`src/rtl/i2c_bus_monitor.sv`:
```
// Passive multi-bus I2C monitor: syncs and deglitches SCL/SDA, decodes bus conditions,
// assembles bytes with ACK/NACK, flags SCL-low timeouts and SDA contention. Never drives.
module i2c_bus_monitor #(
    parameter int unsigned NUM_BUS     = 1,
    parameter int unsigned FILT_CYC    = 3,
    parameter int unsigned TIMEOUT_CYC = 1000
) (
    input  logic                   system_clock,
    input  logic                   reset,
    input  logic [NUM_BUS-1:0]     scl_i,
    input  logic [NUM_BUS-1:0]     sda_i,
    input  logic [NUM_BUS-1:0]     sda_rel_i,
    input  logic [NUM_BUS-1:0]     clr_i,
    output logic [NUM_BUS-1:0]     evt_valid_o,
    output logic [3*NUM_BUS-1:0]   evt_code_o,
    output logic [8*NUM_BUS-1:0]   evt_data_o,
    output logic [NUM_BUS-1:0]     busy_o,
    output logic [NUM_BUS-1:0]     timeout_o,
    output logic [NUM_BUS-1:0]     contention_o
);
    localparam int unsigned FW = $clog2(FILT_CYC + 1);
    localparam int unsigned TW = $clog2(TIMEOUT_CYC + 1);

    localparam logic [2:0] EvStart   = 3'd1;
    localparam logic [2:0] EvRstart  = 3'd2;
    localparam logic [2:0] EvStop    = 3'd3;
    localparam logic [2:0] EvAck     = 3'd4;
    localparam logic [2:0] EvNack    = 3'd5;
    localparam logic [2:0] EvTimeout = 3'd6;
    localparam logic [2:0] EvContend = 3'd7;

    typedef enum logic {StIdle, StActive} state_e;

    for (genvar b = 0; b < NUM_BUS; b++) begin : g_bus
        logic [1:0]    scl_sync_q, sda_sync_q, rel_sync_q;
        logic          scl_f_q, sda_f_q, scl_p_q, sda_p_q;
        logic [FW-1:0] scl_fc_q, sda_fc_q;
        state_e        state_q, state_d;
        logic [3:0]    bit_cnt_q, bit_cnt_d;
        logic [7:0]    shift_q, shift_d;
        logic          ack_q, ack_d;
        logic [TW-1:0] to_cnt_q, to_cnt_d;
        logic          valid_q, valid_d;
        logic [2:0]    code_q, code_d;
        logic [7:0]    data_q, data_d;
        logic          tout_q, tout_d, cont_q, cont_d;
        logic          start_c, stop_c, rise_c, fall_c;

        always_ff @(posedge system_clock) begin
            if (reset) begin
                scl_sync_q <= 2'b11;
                sda_sync_q <= 2'b11;
                rel_sync_q <= 2'b00;
                scl_f_q    <= 1'b1;
                sda_f_q    <= 1'b1;
                scl_p_q    <= 1'b1;
                sda_p_q    <= 1'b1;
                scl_fc_q   <= '0;
                sda_fc_q   <= '0;
                state_q    <= StIdle;
                bit_cnt_q  <= '0;
                shift_q    <= '0;
                ack_q      <= 1'b0;
                to_cnt_q   <= '0;
                valid_q    <= 1'b0;
                code_q     <= '0;
                data_q     <= '0;
                tout_q     <= 1'b0;
                cont_q     <= 1'b0;
            end else begin
                scl_sync_q <= {scl_sync_q[0], scl_i[b]};
                sda_sync_q <= {sda_sync_q[0], sda_i[b]};
                rel_sync_q <= {rel_sync_q[0], sda_rel_i[b]};
                // A level is accepted on the FILT_CYC-th consecutive differing cycle.
                if (scl_sync_q[1] != scl_f_q) begin
                    if (scl_fc_q == FW'(FILT_CYC - 1)) begin
                        scl_f_q  <= scl_sync_q[1];
                        scl_fc_q <= '0;
                    end else begin
                        scl_fc_q <= scl_fc_q + 1'b1;
                    end
                end else begin
                    scl_fc_q <= '0;
                end
                if (sda_sync_q[1] != sda_f_q) begin
                    if (sda_fc_q == FW'(FILT_CYC - 1)) begin
                        sda_f_q  <= sda_sync_q[1];
                        sda_fc_q <= '0;
                    end else begin
                        sda_fc_q <= sda_fc_q + 1'b1;
                    end
                end else begin
                    sda_fc_q <= '0;
                end
                scl_p_q   <= scl_f_q;
                sda_p_q   <= sda_f_q;
                state_q   <= state_d;
                bit_cnt_q <= bit_cnt_d;
                shift_q   <= shift_d;
                ack_q     <= ack_d;
                to_cnt_q  <= to_cnt_d;
                valid_q   <= valid_d;
                code_q    <= code_d;
                data_q    <= data_d;
                tout_q    <= tout_d;
                cont_q    <= cont_d;
            end
        end

        assign start_c = scl_p_q & scl_f_q & sda_p_q & ~sda_f_q;
        assign stop_c  = scl_p_q & scl_f_q & ~sda_p_q & sda_f_q;
        assign rise_c  = ~scl_p_q & scl_f_q;
        assign fall_c  = scl_p_q & ~scl_f_q;

        always_comb begin
            state_d   = state_q;
            bit_cnt_d = bit_cnt_q;
            shift_d   = shift_q;
            ack_d     = ack_q;
            valid_d   = 1'b0;
            code_d    = code_q;
            data_d    = data_q;
            tout_d    = tout_q & ~clr_i[b];
            cont_d    = cont_q & ~clr_i[b];
            to_cnt_d  = '0;
            if (state_q == StActive && !scl_f_q) begin
                to_cnt_d = (to_cnt_q == TW'(TIMEOUT_CYC)) ? to_cnt_q : to_cnt_q + 1'b1;
            end
            unique case (state_q)
                StIdle: begin
                    if (start_c) begin
                        state_d   = StActive;
                        bit_cnt_d = '0;
                        valid_d   = 1'b1;
                        code_d    = EvStart;
                    end
                end
                StActive: begin
                    if (start_c) begin
                        bit_cnt_d = '0;
                        valid_d   = 1'b1;
                        code_d    = EvRstart;
                    end else if (stop_c) begin
                        state_d   = StIdle;
                        bit_cnt_d = '0;
                        valid_d   = 1'b1;
                        code_d    = EvStop;
                    end else if (!scl_f_q && to_cnt_q == TW'(TIMEOUT_CYC - 1)) begin
                        state_d   = StIdle;
                        bit_cnt_d = '0;
                        to_cnt_d  = '0;
                        valid_d   = 1'b1;
                        code_d    = EvTimeout;
                        tout_d    = 1'b1;
                    end else begin
                        if (rise_c) begin
                            if (bit_cnt_q < 4'd8) begin
                                shift_d = {shift_q[6:0], sda_f_q};
                            end else if (bit_cnt_q == 4'd8) begin
                                ack_d = sda_f_q;
                            end
                            if (bit_cnt_q <= 4'd8) begin
                                bit_cnt_d = bit_cnt_q + 4'd1;
                            end
                            if (rel_sync_q[1] && !sda_f_q) begin
                                valid_d = 1'b1;
                                code_d  = EvContend;
                                cont_d  = 1'b1;
                            end
                        end
                        if (fall_c && bit_cnt_q == 4'd9) begin
                            bit_cnt_d = '0;
                            if (!valid_d) begin
                                valid_d = 1'b1;
                                code_d  = ack_q ? EvNack : EvAck;
                                data_d  = shift_q;
                            end
                        end
                    end
                end
                default: state_d = StIdle;
            endcase
        end

        assign evt_valid_o[b]       = valid_q;
        assign evt_code_o[3*b +: 3] = code_q;
        assign evt_data_o[8*b +: 8] = data_q;
        assign busy_o[b]            = (state_q == StActive);
        assign timeout_o[b]         = tout_q;
        assign contention_o[b]      = cont_q;
    end
endmodule
```
`config.mk`:
```
export PLATFORM = sky130hd
export DESIGN_NAME = i2c_bus_monitor
export DESIGN_NICKNAME = d
export VERILOG_FILES = /design/src/rtl/i2c_bus_monitor.sv
export SDC_FILE = /design/constraint.sdc
export NUM_CORES = 1
export LEC_CHECK = 0
export CAP_MARGIN = 10
export CELL_PAD_IN_SITES_DETAIL_PLACEMENT = 2
export CELL_PAD_IN_SITES_GLOBAL_PLACEMENT = 2
export CORE_MARGIN = 3
export CORE_UTILIZATION = 35
export CTS_BUF_LIST = sky130_fd_sc_hd__clkbuf_4 sky130_fd_sc_hd__clkbuf_8 sky130_fd_sc_hd__clkbuf_16
export DETAILED_ROUTE_END_ITERATION = 12
export MAX_ROUTING_LAYER = met4
export PLACE_DENSITY = 0.77
export SLEW_MARGIN = 40
export SYNTH_ARGS = -nofsm -noshare
export SYNTH_HDL_FRONTEND = slang
export SYNTH_SLANG_ARGS = --single-unit
export TNS_END_PERCENT = 20
```
`constraint.sdc`:
```
create_clock -name system_clock -period 2.5 [get_ports system_clock]
set_input_delay 0.75 -clock system_clock [delete_from_list [all_inputs] [get_ports system_clock]]
set_output_delay 0.75 -clock system_clock [all_outputs]
set_load 0.05 [all_outputs]
```
==> flow_summary_export.csv, run 1 <==
group,metric,value,unit
setup_path,required,1.75,ns
clocking,cts.htree.levels,2,
floorplanning,std_cell_rows,28,
layout,most-common-layout-cells,"52 x dfxtp_1, 21 x nor2_1, 19 x nand2b_1, 19 x clkdlybuf4s50_1, 18 x mux2i_1",
layout,final_cell_area,2660,um^2
floorplanning,core-area,6100,um^2
setup_path,r2r_slack,0.36,ns
layout,seqCellArea,1040,um^2
timing,finalClockSkew,0.00666,ns
setup_path,worstSetupEndpoint,"evt_code_o[1]",
setup_path,path_depth,1,
placed_design,dpl.hpwl,3.97,mm
timing,hold_viol,0,
floorplanning,io_pins,21,
drt,wl,5.50,mm
drt,first_iter_violations,53,
clocking,cts_sinks,52,
floorplanning,die_h,86.7,um
outcome,status,"complete, no violations",
timing,min_period_over_period,89.9,%
grt,grt_pass1_wl,9.52,mm
layout,syn_to_final_growth,16.5,%
setup_path,path_buf_inv,1,
power_and_ir_drop,leakage,0.900,nW
yosys,synth_edf_count,0,
layout,final_common_cell,"dfxtp_1",
grt,grt_usage,16.5,%
floorplanning,die_w,86.7,um
timing,fmax,0.445,GHz
setup_path,r2r-start,"g_bus[0].to_cnt_q[1]$_SDFF_PP0_",
timing,rsz0062_at_grt,"no",
clocking,cts_hold_buffers,0,
yosys,synth_cell_type_count,45,
setup_path,end_kind,"output port",
clocking,cts_buffers,5,
clocking,clk_latency,0.31,ns
floorplanning,start_util,37.4,%
clocking,cts_setup_buffers,0,
power_and_ir_drop,peakVddDrop,0.178,mV
yosys,synth-seq-cells,52,
clocking,clkSlewWorstSetupHoldPaths,0.10,ns
yosys,synth_nets,254,
timing,fin_crit,2.25,ns
setup_path,crit_chain,"clkdlybuf4s50_1",
layout,fill_cells,679,
timing,tns,0,ns
yosys,syn_area_per_cell,9.46,um^2
drt,drcViolationCount,0,
drt,ant_nets,0,
setup_path,cp-start-kind,"register",
setup_path,cp_slowest_cell,"clkdlybuf4s50_1",
floorplanning,dieArea,7520,um^2
drt,dr.pass1.iters,4,
timing,slew_headroom,52.5,%
power_and_ir_drop,p_per_area,523,nW/um^2
clocking,cts-resized-gates,0,
setup_path,path_max_fanout,3,
yosys,syn_area,2280,um^2
yosys,synth_top_flop_cell,"dfxtp_1",
grt,grt_max_degree,41,
placed_design,place_area,2560,um^2
clocking,ctsRootBufferMaster,"clkbuf_8",
drt,wire_per_inst,16.3,um
layout,final_layout_size_suffix_gt1_share,9.16,%
clocking,cts_buffer_depth,2,
yosys,ys_seq_area_share,45.7,%
yosys,synthCells,241,
yosys,synth_top_area_share,45.7,%
setup_path,worstReg2RegEnd,"g_bus[0].bit_cnt_q[3]$_SDFFE_PP0P_",
drt,vias,1782,
flow_run,cap_violations,0,
yosys,synth.yosys.warnings,0,
setup_path,cpPeakStageDelay,0.81,ns
worst_hold_path,min_path_type,"register to register",
grt,antenna_found_initial,0,
timing,finalMaxSlewViolations,0,
placed_design,port_buffers,20,
setup_path,rr_worst_depth,5,
setup_path,worstPathArrival,1.50,ns
clocking,cts_tree,"yes",
layout,final_nets,274,
timing,setup_viol,0,
timing,max_slew.worst_pin.slew,0.706,ns
layout,n_antenna_cell,0,
yosys,synthTopCellsByArea,"dfxtp_1 46%, mux2i_1 7.9%, nand2b_1 5.2%",
yosys,synthArstFlopShare,0,%
drt,avgViaCountPerCell,5.29,
setup_path,worstSetupPathType,"register to output port",
grt,grt_pass1_vias,1909,
grt,grt-ovfl-total,0,
placed_design,gp_congestion,0.760,
setup_path,cp_top_family,"buffers and inverters",
setup_path,crit_path_start,"evt_code_o[1]$_SDFFE_PP0P_",
yosys,yosys.area.top_type,"dfxtp_1",
layout,multi_input_area,1160,um^2
-- power breakdown --
part	internal (W)	switching, W	leakage, nW
logic	0.0000189	0.0000159	0.428
registers	0.000834	0.00000374	0.420
clock network	0.000227	0.000291	0.0516
-- logic make-up after synthesis --
kind of cell,synth area share (%)
xor+xnor,4.61
compound gates,9.99
buf+inv,3.62
fa+ha+maj,3.84
mux,7.90
flops,45.7
simple gates,24.4
-- worst min path at each step --
| stage | start | endpoint | slack, ns | cells after the start |
|---|---|---|---|---|
| 2_1_floorplan | g_bus[0].scl_sync_q[0]$_SDFF_PP1_ | g_bus[0].scl_sync_q[1]$_SDFF_PP1_ | 0.39 | 1 |
| 6_report | g_bus[0].sda_fc_q[0]$_SDFF_PP0_ | g_bus[0].sda_fc_q[0]$_SDFF_PP0_ | 0.42 | 1 |
| 5_1_grt | g_bus[0].scl_sync_q[0]$_SDFF_PP1_ | g_bus[0].scl_sync_q[1]$_SDFF_PP1_ | 0.45 | 1 |
| 3_3_place_gp | g_bus[0].scl_fc_q[0]$_SDFF_PP0_ | g_bus[0].scl_fc_q[0]$_SDFF_PP0_ | 0.40 | 1 |
| 4_1_cts | g_bus[0].sda_fc_q[0]$_SDFF_PP0_ | g_bus[0].sda_fc_q[0]$_SDFF_PP0_ | 0.42 | 1 |
| 3_5_place_dp | g_bus[0].sda_fc_q[0]$_SDFF_PP0_ | g_bus[0].sda_fc_q[0]$_SDFF_PP0_ | 0.41 | 1 |
-- synth_stat cells, types with 6 or more instances --
cell type and number:
dfxtp_1 52, nor2_1 21, ha_1 7, nor2b_1 8, nand2b_1 19, inv_1 9
xnor2_1 9, mux2i_1 18, nand2_1 10, or2_2 6, a21oi_1 11, clkbuf_1 9
nor3_1 6
-- final cells by class --
type / instances / share of cell area, %
multi-input combinational: 168 / 43.5
sequential: 52 / 39.2
inverter: 9 / 1.27
timing repair buffer: 25 / 8.86
clock buffer: 6 / 3.11
clock inverter: 2 / 0.518
tap: 75 / 3.53
-- layer usage --
| layer | up-vias | GRT usage [%] | share of wire, % |
|---|---|---|---|
| li1 | 870 | - | - |
| met1 | 880 | 21.0 | 47 |
| met2 | 26 | 26.8 | 49 |
| met3 | 6 | 2.85 | 2.9 |
| met4 | 0 | 4.67 | 1.2 |
| met5 | - | - | 0 |
-- flip-flops by register name, indices dropped and copies added, names as in the netlist --
register          count
g_bus.scl_sync_q      2
g_bus.ack_q           1
g_bus.rel_sync_q      2
evt_code_o            3
g_bus.sda_f_q         1
busy_o                1
g_bus.bit_cnt_q       4
g_bus.scl_fc_q        2
evt_data_o            8
timeout_o             1
g_bus.sda_fc_q        2
g_bus.shift_q         8
g_bus.scl_f_q         1
g_bus.sda_sync_q      2
evt_valid_o           1
g_bus.sda_p_q         1
g_bus.scl_p_q         1
contention_o          1
g_bus.to_cnt_q       10
-- metrics by stage --
step	hold WS, ns	util, %	worst slack, ns	std cells	total power (W)
3_3_place_gp	0.401	42.0	0.284	329	0.000892
6_report	0.416	43.6	0.253	337	0.00139
5_1_grt	0.450	43.6	0.195	337	0.00146
4_1_cts	0.424	43.6	0.228	337	0.00142
2_1_floorplan	0.389	-	0.493	241	0.000876
3_5_place_dp	0.410	42.0	0.252	329	0.000892
No activity file was read; power rests on OpenSTA's default activity.
==> run 2: changes to the inputs <==
--- a/config.mk
+++ b/config.mk
@@ -9,11 +9,12 @@
 export CELL_PAD_IN_SITES_DETAIL_PLACEMENT = 2
 export CELL_PAD_IN_SITES_GLOBAL_PLACEMENT = 2
 export CORE_MARGIN = 3
-export CORE_UTILIZATION = 35
+export CORE_UTILIZATION = 38
 export CTS_BUF_LIST = sky130_fd_sc_hd__clkbuf_4 sky130_fd_sc_hd__clkbuf_8 sky130_fd_sc_hd__clkbuf_16
 export DETAILED_ROUTE_END_ITERATION = 12
 export MAX_ROUTING_LAYER = met4
-export PLACE_DENSITY = 0.77
+export PLACE_DENSITY = 0.83
+export SETUP_SLACK_MARGIN = 0.5
 export SLEW_MARGIN = 40
 export SYNTH_ARGS = -nofsm -noshare
 export SYNTH_HDL_FRONTEND = slang
==> constraint.sdc (replaced) <==
create_clock -name system_clock -period 2.9 [get_ports system_clock]
set_input_delay 0.87 -clock system_clock [delete_from_list [all_inputs] [get_ports system_clock]]
set_output_delay 0.87 -clock system_clock [all_outputs]
set_load 0.05 [all_outputs]
==> flow_summary_export.csv, run 2 (same netlist as run 1, synthesis figures left out) <==
group,metric,value,unit
drt,first_iter_violations,60,
drt,vias,1768,
grt,met2_usage,30.6,%
clocking,cts_sinks,52,
clocking,cts_hold_buffers,0,
drt,wl,5.64,mm
setup_path,path_max_fanout,2,
timing,rsz0062_at_grt,"yes",
placed_design,gp_congestion,0.771,
clocking,ctsRootBufferMaster,"clkbuf_8",
power_and_ir_drop,p_per_area,444,nW/um^2
grt,grtUsageMet1,21.5,%
layout,final_nets,273,
clocking,cts.htree.levels,2,
worst_hold_path,min-delay-start,"g_bus[0].scl_fc_q[0]$_SDFF_PP0_",
grt,grt_pass1_vias,1949,
placed_design,port_buffers,20,
layout,largest_reg_flops,10,
setup_path,worstPathArrival,1.51,ns
layout,syn_to_final_growth,16.0,%
power_and_ir_drop,peakVddDrop,0.234,mV
layout,fill_cells,589,
outcome,status,"complete, no violations",
drt,ant_nets,0,
setup_path,cp_slowest_cell,"clkdlybuf4s50_1",
setup_path,required,2.03,ns
clocking,clkSlewWorstSetupHoldPaths,0.10,ns
setup_path,r2r-start,"g_bus[0].to_cnt_q[1]$_SDFF_PP0_",
grt,grt.busiest_layer,"met2",
drt,avgViaCountPerCell,5.33,
timing,tns,0,ns
layout,n_antenna_cell,0,
timing,fin_ws,0.524,ns
setup_path,path_buf_inv,1,
grt,grt_usage,17.8,%
timing,slew_headroom,52.0,%
layout,largest-register,"g_bus.to_cnt_q",
floorplanning,core-area,5640,um^2
setup_path,cp-start-kind,"register",
grt,grt_pass1_wl,9.68,mm
power_and_ir_drop,leakage,0.905,nW
floorplanning,start_util,40.4,%
floorplanning,die_w,83.5,um
clocking,cts_buffer_depth,2,
drt,drcViolationCount,0,
setup_path,crit_path_start,"evt_data_o[7]$_SDFFE_PP0P_",
layout,final_common_cell,"dfxtp_1",
setup_path,end_kind,"output port",
timing,finalMaxSlewViolations,0,
floorplanning,io_pins,21,
floorplanning,die_h,83.5,um
timing,fin_crit,2.38,ns
clocking,cts_setup_buffers,0,
drt,dr.pass1.iters,4,
setup_path,cpPeakStageDelay,0.82,ns
setup_path,worstSetupPathType,"register to output port",
clocking,cts_tree,"yes",
layout,final_layout_size_suffix_gt1_share,8.46,%
clocking,clk_latency,0.31,ns
grt,grt-ovfl-total,0,
clocking,cts_buffers,5,
placed_design,dpl.hpwl,4.05,mm
worst_hold_path,min_path_type,"register to register",
timing,max_slew.worst_pin.slew,0.714,ns
grt,grt_use_met3,3.55,%
floorplanning,dieArea,6960,um^2
flow_run,cap_violations,0,
timing,setup_viol,0,
drt,wire_per_inst,17.0,um
timing,hold_viol,0,
grt,grt_max_degree,41,
setup_path,cp_top_family,"buffers and inverters",
timing,min_period_over_period,81.9,%
placed_design,place_ws,0.525,ns
timing,finalClockSkew,0.00842,ns
grt,antenna_found_initial,0,
setup_path,crit_chain,"clkdlybuf4s50_1",
timing,fmax,0.421,GHz
floorplanning,std_cell_rows,27,
timing,holdWs,0.414,ns
layout,most-common-layout-cells,"52 x dfxtp_1, 21 x nor2_1, 19 x nand2b_1",
==> run 2: cell type report <==
class                   count  area [um^2]  share of cell area (%)
clock buffers               5         68.8                    2.60
clock inverters             2         16.3                   0.615
inverters                   9         33.8                    1.28
multi-input cells         168         1160                    44.0
flip-flops and latches     52         1040                    39.4
well taps                  72         90.1                    3.41
repair buffers             24          231                    8.76
==> run 2: metrics by stage <==
stage	instances	total power [W]	util [%]	cell area [um^2]
floorplan	241	0.000756	-	2280
global placement	325	0.000768	45.2	2550
detailed placement	325	0.000769	45.2	2550
CTS	332	0.00118	46.7	2640
global route	332	0.00122	46.9	2640
finish	332	0.00117	46.9	2640
==> run 2: path summary, 6_finish.rpt <==
kind                                        endpoint  slack, ns  depth (start not counted)
setup / recovery                       evt_data_o[7]       0.52                          1
hold / removal       g_bus[0].scl_fc_q[0]$_SDFF_PP0_       0.41                          1
setup reg to reg  g_bus[0].bit_cnt_q[3]$_SDFFE_PP0P_       0.72                          5
hold reg to reg      g_bus[0].scl_fc_q[0]$_SDFF_PP0_       0.41                          1
==> run 2: repair_timing <==
| action | 4_1_cts | 5_1_grt |
|---|---|---|
| hold endpoints to repair | 0 | 0 |
| resized for setup | 1 | 1 |
| setup endpoints to repair | 2 | 8 |
==> run 2: per-layer routing <==
layer,wire (um),up-vias
met2,2870,24
li1,-,864
met4,48,0
met3,112,5
met1,2610,875
met5,0,-
==> run 2: report_power, final <==
group          switching (W)  leakage [nW]  internal, W
Clock               0.000252        0.0406     0.000169
Sequential        0.00000288         0.420     0.000719
Combinational      0.0000138         0.444    0.0000163
Total               0.000269         0.905     0.000904
